File: src/rtl/reset_pkg.sv
// Shared types for the reset sequencer: cause codes, FSM states, output bundle.
package reset_pkg;

  typedef enum logic [1:0] {
    RST_CAUSE_NONE = 2'b00,
    RST_CAUSE_POR  = 2'b01,
    RST_CAUSE_SW   = 2'b10,
    RST_CAUSE_WDT  = 2'b11
  } rst_cause_e;

  typedef enum logic [1:0] {
    ST_HOLD       = 2'b00,
    ST_REL_PERIPH = 2'b01,
    ST_RUN        = 2'b10
  } rst_state_e;

  // Registered reset outputs kept together so they share one flop bank.
  typedef struct packed {
    logic periph_rst_n;
    logic core_rst_n;
    logic rst_done;
  } rst_out_t;

  // Watchdog outranks software when both requests land in the same cycle.
  function automatic rst_cause_e req_cause(input logic wdt);
    return wdt ? RST_CAUSE_WDT : RST_CAUSE_SW;
  endfunction

endpackage

File: src/rtl/reset_sync.sv
// Async-assert / sync-deassert reset synchroniser.
module reset_sync #(
  parameter int STAGES = 2
) (
  input  logic clk,
  input  logic reset_n,
  output logic sync_n
);

  logic [STAGES-1:0] sync_pipe;

  // Clear the whole chain as soon as reset_n drops; shift ones in after release.
  always_ff @(posedge clk or negedge reset_n) begin
    if (!reset_n) sync_pipe <= '0;
    else          sync_pipe <= {sync_pipe[STAGES-2:0], 1'b1};
  end

  assign sync_n = sync_pipe[STAGES-1];

endmodule

File: src/rtl/reset_seq_ctrl.sv
// Reset sequencer: synchronises reset_n, stretches it, releases peripheral
// then core resets, services soft/watchdog restarts, keeps a sticky cause.
module reset_seq_ctrl
  import reset_pkg::*;
#(
  parameter int SYNC_STAGES = 2,
  parameter int STRETCH     = 16,
  parameter int SEQ_GAP     = 4,
  parameter int CNT_W       = 5
) (
  input  logic       clk,
  input  logic       reset_n,
  input  logic       sw_reset_req,
  input  logic       wdt_expire,
  input  logic       cause_clr,
  output logic       periph_rst_n,
  output logic       core_rst_n,
  output logic       rst_done,
  output logic [1:0] reset_cause
);

  localparam logic [CNT_W-1:0] STRETCH_LAST = CNT_W'(STRETCH - 1);
  localparam logic [CNT_W-1:0] GAP_LAST     = CNT_W'(SEQ_GAP - 1);
  localparam logic [CNT_W-1:0] CNT_ONE      = CNT_W'(1);

  logic       sync_n;
  logic       req;
  rst_state_e state_q, state_d;
  logic [CNT_W-1:0] cnt_q, cnt_d;
  rst_out_t   out_q, out_d;
  rst_cause_e cause_q, cause_d;

  reset_sync #(.STAGES(SYNC_STAGES)) u_sync (
    .clk     (clk),
    .reset_n (reset_n),
    .sync_n  (sync_n)
  );

  assign req = sw_reset_req | wdt_expire;

  // State, counter, outputs and cause; the synchronised reset clears them all.
  always_ff @(posedge clk or negedge sync_n) begin
    if (!sync_n) begin
      state_q <= ST_HOLD;
      cnt_q   <= '0;
      out_q   <= '0;
      cause_q <= RST_CAUSE_POR;
    end else begin
      state_q <= state_d;
      cnt_q   <= cnt_d;
      out_q   <= out_d;
      cause_q <= cause_d;
    end
  end

  // Next-state, counter and output decode; requests only act in RUN.
  always_comb begin
    state_d = state_q;
    cnt_d   = cnt_q;
    out_d   = out_q;
    cause_d = cause_q;
    if (cause_clr) cause_d = RST_CAUSE_NONE;
    case (state_q)
      ST_HOLD: begin
        out_d = '0;
        if (cnt_q == STRETCH_LAST) begin
          state_d            = ST_REL_PERIPH;
          cnt_d              = '0;
          out_d.periph_rst_n = 1'b1;
        end else begin
          cnt_d = cnt_q + CNT_ONE;
        end
      end
      ST_REL_PERIPH: begin
        if (cnt_q == GAP_LAST) begin
          state_d          = ST_RUN;
          cnt_d            = '0;
          out_d.core_rst_n = 1'b1;
          out_d.rst_done   = 1'b1;
        end else begin
          cnt_d = cnt_q + CNT_ONE;
        end
      end
      ST_RUN: begin
        if (req) begin
          state_d = ST_HOLD;
          cnt_d   = '0;
          out_d   = '0;
          cause_d = req_cause(wdt_expire);
        end
      end
      default: begin
        state_d = ST_HOLD;
        cnt_d   = '0;
        out_d   = '0;
      end
    endcase
  end

  assign periph_rst_n = out_q.periph_rst_n;
  assign core_rst_n   = out_q.core_rst_n;
  assign rst_done     = out_q.rst_done;
  assign reset_cause  = cause_q;

endmodule
File: config.mk
export PLATFORM = sky130hd
export DESIGN_NAME = reset_seq_ctrl
export DESIGN_NICKNAME = d
export VERILOG_FILES = /design/src/rtl/reset_pkg.sv /design/src/rtl/reset_sync.sv /design/src/rtl/reset_seq_ctrl.sv
export SDC_FILE = /design/constraint.sdc
export NUM_CORES = 1
export LEC_CHECK = 0
export CAP_MARGIN = 20
export CORE_ASPECT_RATIO = 1.25
export CORE_UTILIZATION = 40
export CTS_CLUSTER_DIAMETER = 80
export CTS_CLUSTER_SIZE = 14
export DETAILED_ROUTE_END_ITERATION = 6
export PLACE_DENSITY = 0.68
export SETUP_SLACK_MARGIN = 0.2
export SLEW_MARGIN = 20
export SYNTH_ARGS = -nofsm -noshare
export SYNTH_HDL_FRONTEND = slang
export SYNTH_SLANG_ARGS = --single-unit
File: constraint.sdc
create_clock -name clk -period 0.8 [get_ports clk]
set_input_delay 0.16 -clock clk [delete_from_list [all_inputs] [get_ports clk]]
set_output_delay 0.16 -clock clk [all_outputs]
set_load 0.005 [all_outputs]
==> results.txt, run 1 <==
----------------------------------------------------
[Logic synthesis]
  Post-synth EDFFs ... 0
  Adder and majority gate portion of the synthesized area ... 5.639%
  Seq/Total Area, Yosys ... 49.06%
  Yosys reg bits ... 13
  Top flip-flop cell by instance count after synthesis ... sky130_fd_sc_hd__dfrtp_1
  Share of the synthesized netlist area taken by xor and xnor gates ... 0%
  Count of yosys warnings during synthesis ... 0
  Area share of and/or/nand/nor cells after synthesis ... 18.80%
  Number of instances in the synthesized netlist ... 59
  Avg Synthesized Cell Area ... 11.28 um2
  Combinational family with the most area after synthesis ... simple AND/OR/NAND/NOR gates
  Post-Syn Nets ... 67
  Post-synth cell types ... 29
  Fraction of synthesized area in multiplexers ... 1.692%
  Post-synthesis instance area ... 665.6 um2
  Fraction of synthesis flops using an asynchronous set or reset pin ... 100.0%
  Compound-cell area share of the yosys netlist ... 17.48%

[Setup path]
  Arrival time of the worst setup path ... 1.68 ns
  Slowest cell on crit path ... sky130_fd_sc_hd__dfrtp_1
  Startpoint of the lowest-slack register-to-register path ... cnt_q[0]$_DFFE_PN0P_
  Startpoint type of the worst setup path ... flop
  Most common cell on crit path ... sky130_fd_sc_hd__ha_4
  Endpoint kind of the worst setup timing path ... flop
  Critical path's largest stage delay ... 0.41 ns
  Worst setup path category ... reg -> reg
  WP data required ... 0.96 ns
  Top Family by Delay on Critical Path ... flip-flops
  CP max FO ... 5
  Reg2Reg Depth ... 7
  R2R Setup Slk ... -0.72 ns
  Destination of the worst register-to-register timing path ... cnt_q[0]$_DFFE_PN0P_
  Bufs and invs on worst path ... 1
  Critical path cell sequence ... ha_4 > nand3_2 > inv_2 > ha_4 > nor2b_4 > a211oi_4 > mux2_4

[GRT]
  Aggregate global routing overflow ... 0
  Total global routing track utilization ... 22.61%
  Global-route wire length before repair ... 2704 um
  Number of antenna violations at the first check in global routing ... 0
  Via count of the first global-routing pass ... 630
  Pin count of the biggest net entering global routing ... 8

[Clocking]
  Num CTS Buffers ... 3
  Later-pin clock latency in the skew report ... 0.27 ns
  CTS tree ... yes
  CTS Hold Bufs ... 0
  Buffer levels on the longest clock path ... 2
  Depth of the CTS H-tree ... 1
  CTS root buffer ... sky130_fd_sc_hd__clkbuf_4
  Clock transition at the register clock pins on the worst setup and hold paths after CTS ... 0.08 ns
  # clock sinks ... 13

[STA]
  Hold Vio Cnt, Final ... 0
  Max-slew violation total from the final report ... 0
  Setup repair after global routing missed its margin ... true
  Final-layout setup total negative slack ... -7.297 ns
  Final setup violating endpoints ... 16
  Minimum clock period after layout ... 1.516 ns
  Final worst hold slack ... 0.03675 ns
  Max Clock Skew ... 0.003138 ns
  Highest clock frequency the design can meet ... 0.6596 GHz
  Post-route fraction of the period consumed by the critical path ... 189.5%
  Smallest setup slack after layout ... -0.7161 ns

[Power and ir drop]
  Internal portion of total power ... 2.273 mW
  Total power consumption of the routed design ... 3.483 mW
  Logic pwr share ... 57.9%
  Static leakage ... 0.5266 nW
  Switching Power ... 1.210 mW
  Part of the total power dissipated in sequential elements ... 30.5%
  Power density normalized to cell area ... 3170 nW/um2
  Clk pwr share ... 11.7%
  Worst ir drop on vdd ... 0.001684 V
  Switching fraction of total power ... 34.74%

[Detailed routing]
  DRC errors left ... 0
  Remaining antenna violation count after routing ... 0
  Routed WL ... 1803 um
  Count of TritonRoute iterations in the first routing pass ... 3
  DRC marker count from the first detailed-route iteration ... 5
  Average vias per placed instance ... 5.000
  Detailed-route via count ... 595
  Average routed wire per standard cell ... 15.15 um

[Layout]
  Final-stage net count ... 110
  Multi-input logic area ... 377.9 um2
  Post-synthesis to final-layout area growth ... 65.04%
  Design area ... 1099 um2
  Number of filler instances in the final layout ... 112
  Ratio of cells with drive above 1 in the final layout ... 59.41%
  Register area ... 326.6 um2
  Antenna cell count ... 0

[Run]
  Max Cap Violations ... 0

[Placement]
  Placer's final routability congestion estimate ... 0.8421
  Area post-placement ... 959.7 um2
  Detailed placer's ending HPWL ... 1111 um
  Count of buffers inserted at the top-level ports ... 9

[Floorplan]
  Rows ... 16
  Floorplan die width ... 38.49 um
  Total Die Area ... 1832 um2
  Boundary pin count ... 10
  Initial core utilization ... 42.63%
  Height of the die ... 47.61 um
  Area of the core ... 1562 um2

[Min path]
  Classification of the worst-slack hold path ... in -> async

[Outcome]
  Violations in the final reports ... negative setup slack
  Status ... complete, but fails checks

----------------------------------------------------
[Yosys cell counts (all sizes together), types with 2 or more instances]
cell,number,area (um2)
a22o,3,26.28
nor2b,2,15.02
nor2,3,11.26
nand2,3,11.26
o21ai,5,25.02
dfrtp,12,300.3
nor4b,2,32.53
a211oi,2,15.01
o31ai,2,20.02
ha,3,37.54
inv,5,18.77
buf,3,26.27
and2b,2,17.52
[worst max path at each step]
stage,start,end,slack [ns],cells past startpoint
floorplan,cnt_q[0]$_DFFE_PN0P_,cnt_q[0]$_DFFE_PN0P_,-0.68,7
global placement,wdt_expire,cnt_q[2]$_DFFE_PN0P_,-0.67,4
detailed placement,cnt_q[1]$_DFFE_PN0P_,cnt_q[0]$_DFFE_PN0P_,-0.70,7
CTS,cnt_q[0]$_DFFE_PN0P_,cnt_q[0]$_DFFE_PN0P_,-0.70,7
global route,cnt_q[1]$_DFFE_PN0P_,cnt_q[0]$_DFFE_PN0P_,-0.79,7
finish,cnt_q[0]$_DFFE_PN0P_,cnt_q[0]$_DFFE_PN0P_,-0.72,7
[final cells by class]
type	count	share of cell area, %
inverters	5	1.708
repair buffers	41	29.73
flip-flops and latches	13	29.73
well taps	18	2.050
multi-input cells	38	34.40
clock buffers	4	2.392
[registers in the layout (all words and copies together), names as in the netlist]
name and cells:
state_q 2, u_sync.sync_pipe 2, cnt_q 5, reset_cause 2, core_rst_n 1, periph_rst_n 1
[layout by cell type, fill, tap and decap left out, types with 2 or more instances in the layout]
cell / instances
sky130_fd_sc_hd__clkbuf_4: 3
sky130_fd_sc_hd__inv_1: 3
sky130_fd_sc_hd__inv_2: 2
sky130_fd_sc_hd__ha_4: 2
sky130_fd_sc_hd__buf_6: 5
sky130_fd_sc_hd__a22o_1: 3
sky130_fd_sc_hd__and2b_2: 2
sky130_fd_sc_hd__buf_4: 28
sky130_fd_sc_hd__dfrtp_1: 12
sky130_fd_sc_hd__nand2_1: 3
sky130_fd_sc_hd__buf_2: 4
sky130_fd_sc_hd__o21ai_1: 5
sky130_fd_sc_hd__clkdlybuf4s50_1: 4
[kinds of logic (layout without fill, tap and decap cells)]
kind of cell	Yosys count	after routing
flip-flops	13	13
AND/OR/NAND/NOR	17	17
adder cells (fa/ha/maj)	3	3
buffers and inverters	8	50
multiplexers	1	1
AO/OA/AOI/OAI	16	16
other	1	1
[per-layer routing]
metal	GRT usage [%]	wire, um	share of wire (%)
met2	36.67	1060	59
met5	0	0	0
met3	5.581	20	1.1
met4	13.79	18	1.0
met1	26.95	703	39
[worst register-to-register path, cell delays in order, from the launching register on]
cell                       delay [ns]
sky130_fd_sc_hd__dfrtp_1         0.41
sky130_fd_sc_hd__ha_4            0.16
sky130_fd_sc_hd__nand3_2         0.08
sky130_fd_sc_hd__inv_2           0.08
sky130_fd_sc_hd__ha_4            0.12
sky130_fd_sc_hd__nor2b_4         0.21
sky130_fd_sc_hd__a211oi_4        0.06
sky130_fd_sc_hd__mux2_4          0.28
[power groups by stage]
stage,Combinational [mW],Clock [mW],Sequential [mW]
floorplan,0.819,0,1.06
global placement,1.47,0,1.04
detailed placement,1.48,0,1.04
CTS,1.69,0.424,1.03
global route,2.17,0.460,1.10
finish,2.02,0.406,1.06
[stage by stage]
| stage | instances | setup WS (ns) | utilization [%] |
|---|---|---|---|
| 2_1_floorplan | 59 | -0.6833 | - |
| 3_3_place_gp | 107 | -0.6691 | 61.46 |
| 3_5_place_dp | 107 | -0.7030 | 61.46 |
| 4_1_cts | 118 | -0.7013 | 66.99 |
| 5_1_grt | 119 | -0.7867 | 70.35 |
| 6_report | 119 | -0.7161 | 70.35 |
[timing repair]
item | 4_1_cts | 5_1_grt
hold endpoints to repair | 0 | 0
pin swaps | 5 | 6
endpoints found under the setup margin | 16 | 16
resized for setup | 28 | 9
buffers inserted | 7 | 1
Power figures use the tool's default switching activity.
==> inputs of run 2 (changes only) <==
--- a/config.mk
+++ b/config.mk
@@ -5,6 +5,7 @@
 export SDC_FILE = /design/constraint.sdc
 export NUM_CORES = 1
 export LEC_CHECK = 0
+export ABC_CLOCK_PERIOD_IN_PS = 800
 export CAP_MARGIN = 20
 export CORE_ASPECT_RATIO = 1.25
 export CORE_UTILIZATION = 40
@@ -17,3 +18,4 @@
 export SYNTH_ARGS = -nofsm -noshare
 export SYNTH_HDL_FRONTEND = slang
 export SYNTH_SLANG_ARGS = --single-unit
+export TNS_END_PERCENT = 20
==> results.txt, run 2 (synthesis gave the netlist of run 1 again) <==
----------------------------------------------------
[Clocking]
  # clock sinks ... 13
  Num CTS Buffers ... 3
  Depth of the CTS H-tree ... 1
  CTS root buffer ... sky130_fd_sc_hd__clkbuf_4
  Later-pin clock latency in the skew report ... 0.28 ns
  CTS tree ... yes
  Clock transition at the register clock pins on the worst setup and hold paths after CTS ... 0.07 ns
  Buffer levels on the longest clock path ... 2

[Floorplan]
  Initial core utilization ... 42.63%
  Total Die Area ... 1832 um2
  Height of the die ... 47.61 um
  Rows ... 16
  Area of the core ... 1562 um2
  Boundary pin count ... 10
  Floorplan die width ... 38.49 um

[Setup path]
  Critical path's largest stage delay ... 0.37 ns
  Endpoint kind of the worst setup timing path ... flop
  Bufs and invs on worst path ... 1
  WP data required ... 0.96 ns
  Reg2Reg Depth ... 7
  Top Family by Delay on Critical Path ... flip-flops
  Worst setup path category ... reg -> reg
  Critical path cell sequence ... ha_2 > nand3_2 > inv_2 > ha_4 > nor2b_4 > a211oi_2 > mux2_4
  Slowest cell on crit path ... sky130_fd_sc_hd__dfrtp_1
  Startpoint of the lowest-slack register-to-register path ... cnt_q[1]$_DFFE_PN0P_
  Arrival time of the worst setup path ... 1.69 ns
  R2R Setup Slk ... -0.73 ns
  CP max FO ... 4
  Startpoint type of the worst setup path ... flop
  Destination of the worst register-to-register timing path ... cnt_q[0]$_DFFE_PN0P_

[STA]
  Highest clock frequency the design can meet ... 0.6536 GHz
  Max Clock Skew ... 0.01004 ns
  Setup repair after global routing missed its margin ... true
  Minimum clock period after layout ... 1.530 ns
  Hold Vio Cnt, Final ... 0
  Max-slew violation total from the final report ... 0
  Post-route fraction of the period consumed by the critical path ... 191.2%
  Smallest setup slack after layout ... -0.7300 ns
  Final setup violating endpoints ... 16

[GRT]
  Total global routing track utilization ... 18.42%
  Via count of the first global-routing pass ... 519
  Aggregate global routing overflow ... 0
  Number of antenna violations at the first check in global routing ... 0
  Global-route wire length before repair ... 2214 um
  Pin count of the biggest net entering global routing ... 12

[Layout]
  Most common cell after layout, fill and taps aside ... sky130_fd_sc_hd__buf_4
  Largest Register ... cnt_q
  Number of flip-flops under the largest register name ... 5
  Antenna cell count ... 0
  Design area ... 999.7 um2
  Number of filler instances in the final layout ... 124
  Final-stage net count ... 100
  Most frequent cells in the layout ... 18 x sky130_fd_sc_hd__buf_4, 12 x sky130_fd_sc_hd__dfrtp_1
  Count of non-filler cells in the finished layout ... 109
  Ratio of cells with drive above 1 in the final layout ... 52.75%
  Post-synthesis to final-layout area growth ... 50.19%

[Detailed routing]
  DRC errors left ... 0
  Average vias per placed instance ... 5.119
  Average routed wire per standard cell ... 13.25 um
  Remaining antenna violation count after routing ... 0
  Routed WL ... 1444 um
  Count of TritonRoute iterations in the first routing pass ... 4
  Detailed-route via count ... 558
  DRC marker count from the first detailed-route iteration ... 17

[Power and ir drop]
  Clk pwr share ... 13.5%
  Worst ir drop on vdd ... 0.001908 V
  Switching Power ... 1.007 mW
  Internal portion of total power ... 1.983 mW
  Switching fraction of total power ... 33.68%
  Power density normalized to cell area ... 2991 nW/um2
  Logic pwr share ... 52.4%
  Total power consumption of the routed design ... 2.990 mW
  Part of the total power dissipated in sequential elements ... 34.1%
  Static leakage ... 0.4649 nW

[Run]
  Max Cap Violations ... 0

[Placement]
  Area post-placement ... 910.9 um2
  Total instance count after detailed placement ... 102
  Placer's final routability congestion estimate ... 0.8094
  Count of buffers inserted at the top-level ports ... 9
  Detailed placer's ending HPWL ... 1016 um

[Min path]
  Classification of the worst-slack hold path ... in -> async

[Outcome]
  Status ... complete, but fails checks
  Violations in the final reports ... negative setup slack

----------------------------------------------------
-- run 2: cell count changes in the layout (fill, tap and decap cells not counted), sizes merged --
cell and change:
buf -14, clkbuf +4
-- run 2: worst max-delay path by stage --
stage                               startpoint                   end  slack (ns)  cells after the start
after floorplan           cnt_q[0]$_DFFE_PN0P_  cnt_q[0]$_DFFE_PN0P_       -0.69                      7
after global placement    cnt_q[1]$_DFFE_PN0P_  cnt_q[0]$_DFFE_PN0P_       -0.74                      7
after detailed placement  cnt_q[1]$_DFFE_PN0P_  cnt_q[0]$_DFFE_PN0P_       -0.76                      7
after CTS                 cnt_q[1]$_DFFE_PN0P_  cnt_q[0]$_DFFE_PN0P_       -0.76                      7
after global routing      cnt_q[1]$_DFFE_PN0P_  cnt_q[0]$_DFFE_PN0P_       -0.79                      7
final                     cnt_q[1]$_DFFE_PN0P_  cnt_q[0]$_DFFE_PN0P_       -0.73                      7
-- run 2: area by class of cell --
type / count / area, um2 / area share (%)
well taps: 18 / 22.52 / 2.253
multi-input cells: 38 / 360.3 / 36.05
clock buffers: 4 / 26.28 / 2.628
flip-flops and latches: 13 / 326.6 / 32.67
inverters: 5 / 18.77 / 1.877
repair buffers: 31 / 245.2 / 24.53
-- run 2: routing by layer --
| layer | part of all wire (%) | GRT usage, % |
|---|---|---|
| met2 | 52 | 28.67 |
| met5 | 0 | 0 |
| met3 | 2.1 | 1.860 |
| met1 | 45 | 23.65 |
| met4 | 1.0 | 13.79 |
-- run 2: stage by stage --
| step | utilization, % | hold WS, ns | setup TNS, ns | worst slack, ns |
|---|---|---|---|---|
| after floorplan | - | -0.1356 | -5.228 | -0.6932 |
| after global placement | 58.33 | 0.1547 | -7.606 | -0.7421 |
| after detailed placement | 58.33 | 0.1530 | -7.707 | -0.7584 |
| after CTS | 61.70 | 0.03698 | -7.325 | -0.7643 |
| after global routing | 64.02 | 0.04331 | -7.701 | -0.7913 |
| final | 64.02 | 0.04633 | -6.807 | -0.7300 |
-- run 2: power by group through the flow --
stage | Sequential (mW) | Combinational [mW] | Clock [mW]
2_1_floorplan | 1.05 | 0.784 | 0
3_3_place_gp | 1.00 | 1.39 | 0
3_5_place_dp | 1.02 | 1.42 | 0
4_1_cts | 1.02 | 1.48 | 0.429
5_1_grt | 1.04 | 1.72 | 0.463
6_report | 1.02 | 1.57 | 0.405
-- run 2: timing repair --
| item | in CTS | in global routing |
|---|---|---|
| endpoints found under the setup margin | 16 | 16 |
| setup buffers | 2 | 1 |
| gates resized for setup | 21 | 15 |
| pin swaps | 9 | 5 |
| hold buffers | 0 | 0 |
==> inputs of run 3 (changes only) <==
--- a/config.mk
+++ b/config.mk
@@ -9,6 +9,7 @@
 export CAP_MARGIN = 20
 export CORE_ASPECT_RATIO = 1.25
 export CORE_UTILIZATION = 40
+export CTS_BUF_LIST = sky130_fd_sc_hd__clkbuf_16
 export CTS_CLUSTER_DIAMETER = 80
 export CTS_CLUSTER_SIZE = 14
 export DETAILED_ROUTE_END_ITERATION = 6
==> results.txt, run 3 (synthesis gave the netlist of run 1 again) <==
----------------------------------------------------
[Outcome]
  Status ... complete, but fails checks
  Violations in the final reports ... negative setup slack

[Setup path]
  Arrival time of the worst setup path ... 1.64 ns
  Endpoint kind of the worst setup timing path ... flop
  Critical Path Source ... cnt_q[1]$_DFFE_PN0P_
  Destination of the worst register-to-register timing path ... cnt_q[0]$_DFFE_PN0P_
  CP endpoint ... cnt_q[0]$_DFFE_PN0P_
  CP max FO ... 5
  Critical path cell sequence ... ha_2 > nand3_2 > inv_2 > ha_4 > nor2b_4 > a211oi_2 > mux2_4
  Worst setup path category ... reg -> reg
  WP data required ... 0.92 ns
  Slowest cell on crit path ... sky130_fd_sc_hd__dfrtp_1
  Critical path's largest stage delay ... 0.36 ns
  Reg2Reg Depth ... 7
  Startpoint type of the worst setup path ... flop
  Startpoint of the lowest-slack register-to-register path ... cnt_q[1]$_DFFE_PN0P_
  R2R Setup Slk ... -0.71 ns

[GRT]
  Global-route wire length before repair ... 2387 um
  Total global routing track utilization ... 19.88%
  Aggregate global routing overflow ... 0
  Pin count of the biggest net entering global routing ... 12
  Via count of the first global-routing pass ... 541
  Number of antenna violations at the first check in global routing ... 0

[Detailed routing]
  DRC errors left ... 0
  DRC marker count from the first detailed-route iteration ... 14
  Average routed wire per standard cell ... 13.75 um
  Detailed-route via count ... 558
  Count of TritonRoute iterations in the first routing pass ... 4
  Average vias per placed instance ... 5.119
  Remaining antenna violation count after routing ... 0
  Routed WL ... 1499 um

[Floorplan]
  Height of the die ... 47.61 um
  Initial core utilization ... 42.63%
  Total Die Area ... 1832 um2
  Floorplan die width ... 38.49 um
  Boundary pin count ... 10
  Rows ... 16
  Area of the core ... 1562 um2

[Layout]
  Design area ... 1045 um2
  Register area ... 326.6 um2
  Most frequent cells in the layout ... 20 x sky130_fd_sc_hd__buf_4, 12 x sky130_fd_sc_hd__dfrtp_1, 5 x sky130_fd_sc_hd__inv_1
  Multi-input logic area ... 360.3 um2
  Ratio of cells with drive above 1 in the final layout ... 52.75%
  Final-stage net count ... 100
  Count of non-filler cells in the finished layout ... 109
  Number of filler instances in the final layout ... 120
  Antenna cell count ... 0
  Number of flip-flops under the largest register name ... 5
  Largest Register ... cnt_q
  Most common cell after layout, fill and taps aside ... sky130_fd_sc_hd__buf_4
  Post-synthesis to final-layout area growth ... 56.95%

[STA]
  Max Clock Skew ... 0.0005248 ns
  Post-route fraction of the period consumed by the critical path ... 189.3%
  Max-slew violation total from the final report ... 0
  Smallest setup slack after layout ... -0.7144 ns
  Minimum clock period after layout ... 1.514 ns
  Setup repair after global routing missed its margin ... true
  Hold Vio Cnt, Final ... 0
  Highest clock frequency the design can meet ... 0.6603 GHz
  Final-layout setup total negative slack ... -6.489 ns
  Final setup violating endpoints ... 16

[Clocking]
  CTS tree ... yes
  CTS Hold Bufs ... 0
  Depth of the CTS H-tree ... 1
  Clock transition at the register clock pins on the worst setup and hold paths after CTS ... 0.04 ns
  CTS root buffer ... sky130_fd_sc_hd__clkbuf_16
  Later-pin clock latency in the skew report ... 0.24 ns
  Num CTS Buffers ... 3
  Buffer levels on the longest clock path ... 2
  # clock sinks ... 13

[Run]
  Max Cap Violations ... 0

[Power and ir drop]
  Power density normalized to cell area ... 3365 nW/um2
  Worst ir drop on vdd ... 0.002557 V
  Total power consumption of the routed design ... 3.515 mW
  Static leakage ... 0.4908 nW

[Placement]
  Detailed placer's ending HPWL ... 1016 um
  Placer's final routability congestion estimate ... 0.8094
  Total instance count after detailed placement ... 102
  Count of buffers inserted at the top-level ports ... 9
  Area post-placement ... 910.9 um2

[Min path]
  Classification of the worst-slack hold path ... in -> async

----------------------------------------------------
[run 3: cell types whose count changed in the layout (fill, tap and decap cells not counted), sizes merged]
cell	before	now
inv	5	6
clkbuf	8	7
[run 3: cell type report]
class | count | area share [%]
repair buffers | 31 | 22.75
inverters | 5 | 1.796
clock inverters | 1 | 0.3593
clock buffers | 3 | 7.186
multi-input cells | 38 | 34.49
flip-flops and latches | 13 | 31.26
well taps | 18 | 2.156
[run 3: worst min-delay path by stage]
stage / startpoint / to / slack, ns / depth (start not counted)
finish: reset_n / u_sync.sync_pipe[1]$_DFF_PN0_ / 0.08 / 1
global route: reset_n / u_sync.sync_pipe[1]$_DFF_PN0_ / 0.09 / 1
CTS: reset_n / u_sync.sync_pipe[1]$_DFF_PN0_ / 0.08 / 1
detailed placement: u_sync.sync_pipe[1]$_DFF_PN0_ / cnt_q[0]$_DFFE_PN0P_ / 0.15 / 1
global placement: u_sync.sync_pipe[1]$_DFF_PN0_ / cnt_q[0]$_DFFE_PN0P_ / 0.15 / 1
floorplan: reset_n / u_sync.sync_pipe[0]$_DFF_PN0_ / -0.14 / 0
[run 3: report_power, final]
part           total (mW)  switching, mW  internal [mW]
clock               0.930          0.272          0.659
sequential           1.02          0.155          0.868
combinational        1.56          0.645          0.917
[run 3: routing by layer]
layer  global-route usage (%)  up-vias  share of wire (%)
li1                         -      274                  -
met1                    24.85      270                 42
met2                    32.33       12                 54
met3                    4.186        2                2.7
met4                    10.34        0                1.3
met5                        0        -                  0
[run 3: repair_timing]
action / CTS / global route
gates resized for setup: 21 / 13
pin swaps: 7 / 3
buffers inserted: 3 / 0
endpoints found under the hold margin: 0 / 0
endpoints found under the setup margin: 16 / 16
[run 3: critical path: cells and delay by family (launching register included)]
kind | cells | cell delay (ns)
simple gates | 2 | 0.29
buf+inv | 1 | 0.07
flops | 1 | 0.36
fa+ha+maj | 2 | 0.32
mux | 1 | 0.28
compound gates | 1 | 0.07
[run 3: metrics by stage]
stage / worst slack [ns] / utilization, % / hold WS, ns
after floorplan: -0.6932 / - / -0.1356
after global placement: -0.7421 / 58.33 / 0.1547
after detailed placement: -0.7584 / 58.33 / 0.1530
after CTS: -0.7370 / 65.54 / 0.07803
after global routing: -0.7797 / 66.91 / 0.08955
final: -0.7144 / 66.91 / 0.08036
